`config.mk`:
```
export PLATFORM = sky130hd
export DESIGN_NAME = idma_cmd_arbiter
export DESIGN_NICKNAME = d
export VERILOG_FILES = /design/src/rtl/idma_cmd_arbiter.sv
export SDC_FILE = /design/constraint.sdc
export NUM_CORES = 1
export LEC_CHECK = 0
export BUFFER_PORTS_ARGS = -buffer_cell sky130_fd_sc_hd__buf_2
export CORE_AREA = 2 2 110 91
export CTS_CLUSTER_DIAMETER = 50
export DETAILED_ROUTE_END_ITERATION = 12
export DIE_AREA = 0 0 112 93
export PLACE_DENSITY = 0.69
export SLEW_MARGIN = 20
export SYNTH_ARGS = -nofsm -noshare
export SYNTH_HDL_FRONTEND = slang
export SYNTH_SLANG_ARGS = --single-unit
export TNS_END_PERCENT = 30
```
`constraint.sdc`:
```
create_clock -name aclk -period 1.8 [get_ports aclk]
set_clock_uncertainty 0.05 [all_clocks]
set_input_delay 0.36 -clock aclk [delete_from_list [all_inputs] [get_ports aclk]]
set_output_delay 0.36 -clock aclk [all_outputs]
set_load 0.005 [all_outputs]
```
`src/rtl/idma_cmd_arbiter.sv`:
```
// idma_cmd_arbiter
// Round-robin arbiter that shares the DMA engine's command/status stream pair
// between NREQ requesters. One 3-word command packet is forwarded at a time.
// The grant is held until the engine's 1-beat status has been handed back to
// the requester that issued the command.
//
// Build option: define IDMA_ARB_TIMEOUT_EN to enable the status watchdog.
// On expiry it synthesises an error status and discards the engine's late reply.

module idma_cmd_arbiter #(
    parameter int NREQ    = 4,
    parameter int TIMEOUT = 4096
) (
    input  logic                 aclk,
    input  logic                 aresetn,
    input  logic [32*NREQ-1:0]   req_s_tdata,
    input  logic [NREQ-1:0]      req_s_tvalid,
    input  logic [NREQ-1:0]      req_s_tlast,
    output logic [NREQ-1:0]      req_s_tready,
    output logic [31:0]          cmd_m_tdata,
    output logic                 cmd_m_tvalid,
    output logic                 cmd_m_tlast,
    input  logic                 cmd_m_tready,
    input  logic [31:0]          stat_s_tdata,
    input  logic                 stat_s_tvalid,
    output logic                 stat_s_tready,
    output logic [31:0]          stat_m_tdata,
    output logic [NREQ-1:0]      stat_m_tvalid,
    input  logic [NREQ-1:0]      stat_m_tready,
    output logic                 busy
);

    // state | meaning
    // ------+--------------------------------------------------------------
    // IDLE  | no command in flight; pick next requester round-robin
    // FWD   | pass granted requester's command beats through to the engine
    // WAIT  | command sent; wait for the engine's status beat
    // DLVR  | hold registered status on stat_m until the owner accepts it

    localparam int GW = (NREQ > 1) ? $clog2(NREQ) : 1;

    if (NREQ < 2 || NREQ > 8 || TIMEOUT < 2 || TIMEOUT > 65536) begin : g_param_check
        $error("idma_cmd_arbiter: NREQ must be 2..8 and TIMEOUT 2..65536");
    end

    typedef enum logic [1:0] {
        ST_IDLE = 2'd0,
        ST_FWD  = 2'd1,
        ST_WAIT = 2'd2,
        ST_DLVR = 2'd3
    } state_t;

    state_t          state_q;
    state_t          state_d;
    logic [GW-1:0]   grant_q;
    logic [GW-1:0]   rr_ptr_q;
    logic [31:0]     stat_q;

    logic [GW-1:0]   arb_sel;
    logic            arb_found;
    logic [GW-1:0]   arb_cand;
    int              arb_idx;
    logic            arb_take;
    logic            stat_load;
    logic [31:0]     stat_load_data;
    logic            stat_hs;
    logic            cmd_hs;
    logic            stat_discard;
    logic            timeout_hit;
    logic [31:0]     timeout_stat;

    logic [31:0]     req_word [NREQ];

    for (genvar g = 0; g < NREQ; g++) begin : g_lane
        assign req_word[g] = req_s_tdata[32*g +: 32];
    end

    // Lane mux: only the granted requester reaches the engine, and only in FWD.
    assign cmd_m_tvalid = (state_q == ST_FWD) && req_s_tvalid[grant_q];
    assign cmd_m_tlast  = (state_q == ST_FWD) && req_s_tlast[grant_q];
    assign cmd_m_tdata  = (state_q == ST_FWD) ? req_word[grant_q] : 32'h0;
    assign req_s_tready = ((state_q == ST_FWD) && cmd_m_tready) ? (NREQ'(1) << grant_q) : '0;

    assign stat_m_tdata  = stat_q;
    assign stat_m_tvalid = (state_q == ST_DLVR) ? (NREQ'(1) << grant_q) : '0;
    assign busy          = (state_q != ST_IDLE);

    assign cmd_hs  = cmd_m_tvalid && cmd_m_tready;
    assign stat_hs = stat_s_tvalid && stat_s_tready;

`ifdef IDMA_ARB_TIMEOUT_EN
    logic [15:0] to_cnt_q;
    logic        drop_q;
    logic [31:0] first_word_q;
    logic        first_pend_q;

    // A late reply after a timeout is swallowed, whatever state we are in.
    assign stat_s_tready = (state_q == ST_WAIT) || drop_q;
    assign stat_discard  = drop_q && stat_hs;
    assign timeout_hit   = (state_q == ST_WAIT) && !stat_hs && (to_cnt_q == 16'(TIMEOUT - 1));
    assign timeout_stat  = {first_word_q[31], 3'b111, first_word_q[27:16], first_word_q[15:0]};

    // Watchdog counter, drop flag and capture of the command's first word.
    always_ff @(posedge aclk or negedge aresetn) begin
        if (!aresetn) begin
            to_cnt_q     <= 16'h0;
            drop_q       <= 1'b0;
            first_word_q <= 32'h0;
            first_pend_q <= 1'b0;
        end else begin
            if (state_q == ST_FWD && state_d == ST_WAIT) begin
                to_cnt_q <= 16'h0;
            end else if (state_q == ST_WAIT) begin
                to_cnt_q <= to_cnt_q + 16'h1;
            end

            if (timeout_hit) begin
                drop_q <= 1'b1;
            end else if (stat_discard) begin
                drop_q <= 1'b0;
            end

            if (arb_take) begin
                first_pend_q <= 1'b1;
            end else if (cmd_hs && first_pend_q) begin
                first_word_q <= cmd_m_tdata;
                first_pend_q <= 1'b0;
            end
        end
    end
`else
    assign stat_s_tready = (state_q == ST_WAIT);
    assign stat_discard  = 1'b0;
    assign timeout_hit   = 1'b0;
    assign timeout_stat  = 32'h0;
`endif

    // Round-robin search: first valid requester after the last one served.
    always_comb begin
        arb_found = 1'b0;
        arb_sel   = rr_ptr_q;
        arb_idx   = 0;
        arb_cand  = '0;
        for (int k = 1; k <= NREQ; k++) begin
            arb_idx  = (int'(rr_ptr_q) + k) % NREQ;
            arb_cand = GW'(arb_idx);
            if (!arb_found && req_s_tvalid[arb_cand]) begin
                arb_sel   = arb_cand;
                arb_found = 1'b1;
            end
        end
    end

    // Next-state logic and status-register load control.
    always_comb begin
        state_d        = state_q;
        arb_take       = 1'b0;
        stat_load      = 1'b0;
        stat_load_data = stat_s_tdata;
        case (state_q)
            ST_IDLE: begin
                if (arb_found) begin
                    arb_take = 1'b1;
                    state_d  = ST_FWD;
                end
            end
            ST_FWD: begin
                if (cmd_hs && cmd_m_tlast) begin
                    state_d = ST_WAIT;
                end
            end
            ST_WAIT: begin
                if (stat_hs && !stat_discard) begin
                    stat_load = 1'b1;
                    state_d   = ST_DLVR;
                end else if (timeout_hit) begin
                    stat_load      = 1'b1;
                    stat_load_data = timeout_stat;
                    state_d        = ST_DLVR;
                end
            end
            ST_DLVR: begin
                if (stat_m_tready[grant_q]) begin
                    state_d = ST_IDLE;
                end
            end
            default: state_d = ST_IDLE;
        endcase
    end

    // State, grant, round-robin pointer and delivered status registers.
    always_ff @(posedge aclk or negedge aresetn) begin
        if (!aresetn) begin
            state_q  <= ST_IDLE;
            grant_q  <= '0;
            rr_ptr_q <= GW'(NREQ - 1);
            stat_q   <= 32'h0;
        end else begin
            state_q <= state_d;
            if (arb_take) begin
                grant_q  <= arb_sel;
                rr_ptr_q <= arb_sel;
            end
            if (stat_load) begin
                stat_q <= stat_load_data;
            end
        end
    end

endmodule
```
==> impl_results.md, run 1 <==
- Worst hold slack: 0.07696 ns
- H-tree levels: 2
- Ys Warns: 0
- Fmax: 463.4 MHz
- Drt first pass iters: 4
- DP Area: 4217 µm²
- Main area contributors after synthesis: dfrtp_1 33%, mux4_2 28%, mux2_1 13%
- Pwr Density: 1487 nW/µm²
- Total of max-cap violations: 0
- First-pass GRT wire length: 14.57 mm
- Largest net degree at the start of global routing: 39
- VDD IR max: 1022 µV
- Commonest non-fill, non-tap cell in the layout: buf_2
- Crit path time final: 2.158 ns
- Simple-Gate Fraction of Synth Area: 0.1134
- Critical Path RT: 1.39 ns
- Post-Syn Instances: 204
- Post-synth cell types: 30
- Net Count, Synth: 385
- Synth Area in Compound Gates: 0.03410
- RSZ-0062 raised after global routing: true
- Slew Limit Headroom: 0.6848
- Worst setup SP type: flop
- Die W: 112 µm
- Final nets: 650
- P_leak: 2.419 nW
- GRT Util Overall: 0.1782
- Largest family of logic cells by synthesized area: multiplexers
- EDFF count, synth: 0
- WL final: 10.19 mm
- Final core utilization: 0.4989
- Fill cells: 837
- CTS Buffer Depth: 2
- Tightest Pin Transition: 0.4728 ns
- Mapped Area: 2715 µm²
- Std cell rows: 32
- Detailed Place HPWL: 8.543 mm
- Bufs and invs on worst path: 3
- CP Class: flop to output pin
- XOR/XNOR share of the synthesized area: 0
- Worst setup margin: -0.3580 ns
- CP max FO: 6
- Nature of the critical path endpoint: output pin
- CTS tree: done
- Async SR Flop Fraction: 1.000
- Die height: 93 µm
- Mean Syn Cell Area: 13.31 µm²
- Worst path max stage delay: 0.50 ns
- Failing checks: setup timing
- DR iter-0 viols: 115
- DIE AREA: 10420 µm²
- Share of Yosys cell area claimed by the top area cell type: 0.3318
- Flops & latches, synth: 38
- Hold Path Class: input port to async pin
- Final count of negative-setup-slack endpoints: 38
- Slowest-stage cell, CP: mux4_2
- Most frequent cells in the layout: 239 x buf_2, 34 x mux4_2, 34 x dfrtp_1, 32 x mux2_1, 21 x and2_1
- Slew Viols, Final: 0
- # hold bufs at CTS: 0
- Clock slew at reported path FFs: 0.06 ns
- Syn-to-layout area delta: 72.17%
- Root Driver: clkbuf_16
- Final hold vios: 0
- Share of layout cells above drive strength 1: 0.7277
- I/O pins: 252
- Starting density of the core: 0.2898
- Post-DRT Antenna Nets: 0
- Via Count: 2845
- DRC violations left: 0
- Num CTS Buffers: 5
- Final period utilization: 1.199
- Initial antenna violation count: 3
- Run status: finished, violations left
- Synth Area in Adders: 0.02304
- CTS Sinks: 38
- Ys flop type: dfrtp_1
- Number of global-route vias before repair: 2907
- CP delay by family, top: multiplexers
- Seq/Total Area, Yosys: 0.3512
- Total congestion overflow: 0
- Avg Vias per Cell: 4.806
- CP cell instances: buf_12, clkbuf_16, mux4_2, and2_4, buf_6
- CP arrival: 1.75 ns
- Port buffer count: 251
- Setup TNS Final: -11.08 ns
- Routed WL per cell: 17.22 µm
- Synth area leader: dfrtp_1
- Proportion of synthesized area in mux cells: 0.4350
- Core Area: 9369 µm²
- Post-route cell area: 4674 µm²
- Placer Congestion: 0.8256
- Worst-Skew Late Latency: 0.27 ns
==> flip-flops by register name (all words and copies together) (netlist names) <==
register,cells
stat_m_tdata,32
state_q,2
rr_ptr_q,2
grant_q,2
==> layer usage <==
layer	share of wire	wire (µm)	GRT usage	up-vias
met5	0	0	0	-
met4	0.012	123	0.05589	0
met3	0.083	850	0.04472	8
met2	0.52	5345	0.3167	155
met1	0.38	3872	0.2142	1383
li1	-	-	-	1299
==> power by group <==
part / internal, mW / switching [mW]
sequential: 1.32 / 0.275
combinational: 2.56 / 1.64
clock: 0.831 / 0.326
==> synthesized netlist by cell type (2+ instances only) <==
master	n
nand2b_1	3
nand2_1	3
mux4_2	34
dfrtp_1	36
mux2i_1	4
and2_1	34
clkbuf_1	5
nor3_1	5
inv_1	8
buf_1	3
ha_1	5
mux2_1	32
and3_1	4
buf_2	4
a21o_1	2
dfstp_2	2
buf_4	3
a21oi_1	5
==> logic make-up (layout without fill, tap and decap cells) <==
| kind of cell | count (synthesis) | count (layout) |
|---|---|---|
| mux | 71 | 71 |
| simple gates | 52 | 52 |
| flops | 38 | 38 |
| buf+inv | 25 | 291 |
| compound gates | 13 | 13 |
| fa+ha+maj | 5 | 5 |
| other cells | 0 | 3 |
==> final timing paths <==
| kind | end | slack (ns) | cells past startpoint | startpoint |
|---|---|---|---|---|
| worst max-delay path | cmd_m_tdata[6] | -0.36 | 5 | grant_q[0]$_DFFE_PN0P_ |
| worst min-delay path | stat_m_tdata[14]$_DFFE_PN0P_ | 0.08 | 2 | aresetn |
| worst max register to register | state_q[1]$_DFFE_PN0P_ | -0.12 | 6 | grant_q[0]$_DFFE_PN0P_ |
| worst min register to register | stat_m_tdata[9]$_DFFE_PN0P_ | 0.43 | 1 | stat_m_tdata[9]$_DFFE_PN0P_ |
| max in group asynchronous | grant_q[0]$_DFFE_PN0P_ | 1.26 | 2 | aresetn |
| min in group aclk | stat_m_tdata[15]$_DFFE_PN0P_ | 0.24 | 2 | stat_s_tdata[15] |
==> final cells by class <==
type	instances	area, µm²	share of cell area
multi-input cells	141	1697	0.3630
clock buffers	6	138.9	0.02971
diodes	3	7.507	0.001606
flip-flops and latches	38	955.9	0.2045
inverters	9	36.28	0.007762
well taps	119	148.9	0.03185
repair buffers	274	1630	0.3488
clock inverters	2	60.06	0.01285
==> metrics by stage <==
stage | total power [mW] | instances | worst slack (ns)
finish | 6.952 | 592 | -0.3580
global route | 7.448 | 592 | -0.3985
CTS | 6.475 | 583 | -0.3839
detailed placement | 5.260 | 575 | -0.08470
global placement | 5.134 | 575 | -0.03918
floorplan | 3.836 | 204 | -0.004557
==> timing repair <==
item	4_1_cts	5_1_grt
setup buffers	0	3
setup endpoints to repair	38	43
gates resized for setup	3	33
cloned	0	3
pin swaps	7	9
Power figures use the tool's default switching activity.
==> inputs of run 2 (changes only) <==
--- a/config.mk
+++ b/config.mk
@@ -5,12 +5,14 @@
 export SDC_FILE = /design/constraint.sdc
 export NUM_CORES = 1
 export LEC_CHECK = 0
+export ABC_AREA = 1
 export BUFFER_PORTS_ARGS = -buffer_cell sky130_fd_sc_hd__buf_2
-export CORE_AREA = 2 2 110 91
+export CORE_AREA = 2 2 105 87
 export CTS_CLUSTER_DIAMETER = 50
 export DETAILED_ROUTE_END_ITERATION = 12
-export DIE_AREA = 0 0 112 93
-export PLACE_DENSITY = 0.69
+export DIE_AREA = 0 0 107 89
+export PLACE_DENSITY = 0.75
+export REMOVE_ABC_BUFFERS = 1
 export SLEW_MARGIN = 20
 export SYNTH_ARGS = -nofsm -noshare
 export SYNTH_HDL_FRONTEND = slang
==> run 2 against run 1 <==
  * The run still ends with setup timing left
  * Sequential share of layout area shrank 0.45 points
  * Wire length grew 34%
  * Count of clock-buffer cells in the layout shrank 1
  * Critical path depth grew 2
  * Area after synthesis grew 2.8%
  * Worst hold slack gained 0.0019 ns
==> impl_results.md, run 2 <==
- Final period utilization: 1.134 (was 1.199)
- Std cell rows: 30 (was 32)
- Ys flop type: dfrtp_1 (unchanged)
- Mapped Area: 2790 µm² (was 2715 µm²)
- Nature of the critical path endpoint: output pin (unchanged)
- First-pass GRT wire length: 19.86 mm (was 14.57 mm)
- CP Class: flop to output pin (unchanged)
- Critical R2R Launch: grant_q[0]$_DFFE_PN0P_ (unchanged)
- I/O pins: 252 (unchanged)
- Hold Path Class: input port to async pin (unchanged)
- Final count of negative-setup-slack endpoints: 38 (unchanged)
- Post-synth cell types: 29 (was 30)
- Run status: finished, violations left (unchanged)
- Clock slew at reported path FFs: 0.07 ns (was 0.06 ns)
- Final nets: 795 (was 650)
- Largest net degree at the start of global routing: 39 (unchanged)
- CTS tree: done (unchanged)
- Max reg flops: 32 (unchanged)
- Ys Warns: 0 (unchanged)
- GRT Util Overall: 0.2744 (was 0.1782)
- DR iter-0 viols: 307 (was 115)
- CP startpoint: grant_q[0]$_DFFE_PN0P_ (unchanged)
- Dpl cells: 702 (was 575)
- Crit path time final: 2.041 ns (was 2.158 ns)
- Detailed Place HPWL: 10.15 mm (was 8.543 mm)
- DIE AREA: 9523 µm² (was 10420 µm²)
- DRC violations left: 0 (unchanged)
- Tightest Pin Transition: 0.4964 ns (was 0.4728 ns)
- Starting density of the core: 0.3333 (was 0.2898)
- Routed WL per cell: 18.70 µm (was 17.22 µm)
- Async SR Flop Fraction: 1.000 (unchanged)
- Synth area leader: dfrtp_1 (unchanged)
- Port buffer count: 251 (unchanged)
- Commonest non-fill, non-tap cell in the layout: buf_2 (unchanged)
- Die height: 89 µm (was 93 µm)
- Critical Path RT: 1.39 ns (about the same)
- Share of layout cells above drive strength 1: 0.6221 (was 0.7277)
- Slew Limit Headroom: 0.6691 (was 0.6848)
- Drt first pass iters: 5 (was 4)
- Num CTS Buffers: 5 (unchanged)
- Total of max-cap violations: 0 (unchanged)
- Root Driver: clkbuf_8 (was clkbuf_16)
- Main area contributors after synthesis: dfrtp_1 32%, mux2_2 13%, nand2_1 13% (was dfrtp_1 33%, mux4_2 28%, mux2_1 13%)
- Setup TNS Final: -6.751 ns (was -11.08 ns)
- WL final: 13.61 mm (was 10.19 mm)
- P_leak: 2.483 nW (was 2.419 nW)
- Fill cells: 797 (was 837)
- Final hold vios: 0 (unchanged)
- EDFF count, synth: 0 (unchanged)
- Most frequent cells in the layout: 251 x buf_2, 86 x nand2_1, 37 x nand3_1, 33 x dfrtp_1 (was 239 x buf_2, 34 x mux4_2, 34 x dfrtp_1, 32 x mux2_1, 21 x and2_1)
- Initial antenna violation count: 2 (was 3)
- Slew Viols, Final: 0 (unchanged)
- Pwr Density: 1667 nW/µm² (was 1487 nW/µm²)
- Design Power: 7.979 mW (was 6.952 mW)
- CP arrival: 1.63 ns (was 1.75 ns)
- Core Area: 8371 µm² (was 9369 µm²)
- Seq/Total Area, Yosys: 0.3417 (was 0.3512)
- Die W: 107 µm (was 112 µm)
- Avg Vias per Cell: 5.258 (was 4.806)
- Placer Congestion: 1.016 (was 0.8256)
- Commonest cells post-synth: 94 x nand2_1, 38 x nand3_1, 36 x dfrtp_1 (was 36 x dfrtp_1, 34 x and2_1, 34 x mux4_2)
- Post-route insts no fill: 728 (was 592)
- Mean Syn Cell Area: 7.995 µm² (was 13.31 µm²)
- RSZ-0062 raised after global routing: true (unchanged)
- Via Count: 3828 (was 2845)
- Total congestion overflow: 0 (unchanged)
- Flops & latches, synth: 38 (unchanged)
- H-tree levels: 2 (unchanged)
- Failing checks: setup timing (unchanged)
- Number of global-route vias before repair: 3735 (was 2907)
- Post-DRT Antenna Nets: 0 (unchanged)
- CTS Buffer Depth: 2 (unchanged)
- Share of Yosys cell area claimed by the top area cell type: 0.3229 (was 0.3318)
- VDD IR max: 603.8 µV (was 1022 µV)
- Fmax: 489.9 MHz (was 463.4 MHz)
- Worst setup SP type: flop (unchanged)
- Worst hold slack: 0.07885 ns (was 0.07696 ns)
- Most common cell in the synthesized netlist: nand2_1 (was dfrtp_1)
- CTS Sinks: 38 (unchanged)
- Worst setup margin: -0.2412 ns (was -0.3580 ns)
- Syn-to-layout area delta: 71.52% (was 72.17%)
- Post-Syn Instances: 349 (was 204)
- CP max FO: 8 (was 6)
- Worst-Skew Late Latency: 0.28 ns (was 0.27 ns)
[run 2: routing by layer]
metal | global-route usage | wire length [µm]
met4 | 0.1145 | 456
met3 | 0.04009 | 879
met2 | 0.4690 | 6781
met5 | 0 | 0
met1 | 0.3522 | 5496
[run 2: kinds of logic after synthesis]
family	Yosys count	share of synthesized area
AOI/OAI and AO/OA	73	0.1771
xor gates and xnor gates	1	0.003140
adders and majority gates	5	0.02242
buffers and inverters	43	0.07354
DFF	38	0.3417
muxes	32	0.1291
and+or+nand+nor	157	0.2529
[run 2: layout make-up]
class	instances	area, µm²	share of cell area
inverters	17	75.07	0.01569
multi-input cells	268	1759	0.3676
diodes	2	5.005	0.001046
clock buffers	5	68.82	0.01438
clock inverters	2	10.01	0.002092
well taps	112	140.1	0.02928
repair buffers	284	1770	0.3699
flip-flops and latches	38	957.2	0.2000
[run 2: worst paths after layout]
check | endpoint | slack [ns] | depth (start not counted)
min | stat_m_tdata[6]$_DFFE_PN0P_ | 0.08 | 2
max | cmd_m_tdata[3] | -0.24 | 7
min reg2reg | stat_m_tdata[23]$_DFFE_PN0P_ | 0.45 | 1
min in group aclk | stat_m_tdata[2]$_DFFE_PN0P_ | 0.25 | 2
max reg2reg | state_q[0]$_DFFE_PN0P_ | 0.12 | 12
max in group asynchronous | state_q[0]$_DFFE_PN0P_ | 1.25 | 2
[run 2: where the power goes]
part,internal (mW),switching (mW)
clock,0.260,0.295
sequential,1.32,0.286
combinational,2.85,2.96
total,4.44,3.54
[run 2: timing repair]
item / CTS / global route
gates resized for setup: 41 / 11
buffers inserted: 12 / 0
pin swaps: 8 / 4
hold buffers: 0 / 0
cloned: 7 / 0
endpoints found under the setup margin: 39 / 52
[run 2: worst max-delay path: stages (launching register included)]
cell and delay, ns:
dfrtp_2 0.43, buf_6 0.13, nor2_4 0.09, buf_6 0.16
buf_16 0.14, a22oi_1 0.09, a31oi_1 0.15, buf_2 0.15
[run 2: per-stage QoR]
step | setup WS [ns] | cell area (µm²) | utilization
CTS | -0.2146 | 4771 | 0.5700
finish | -0.2412 | 4786 | 0.5717
detailed placement | 0.06112 | 4235 | 0.5060
floorplan | -0.9331 | 2654 | -
global route | -0.3383 | 4786 | 0.5717
global placement | 0.05795 | 4235 | 0.5060
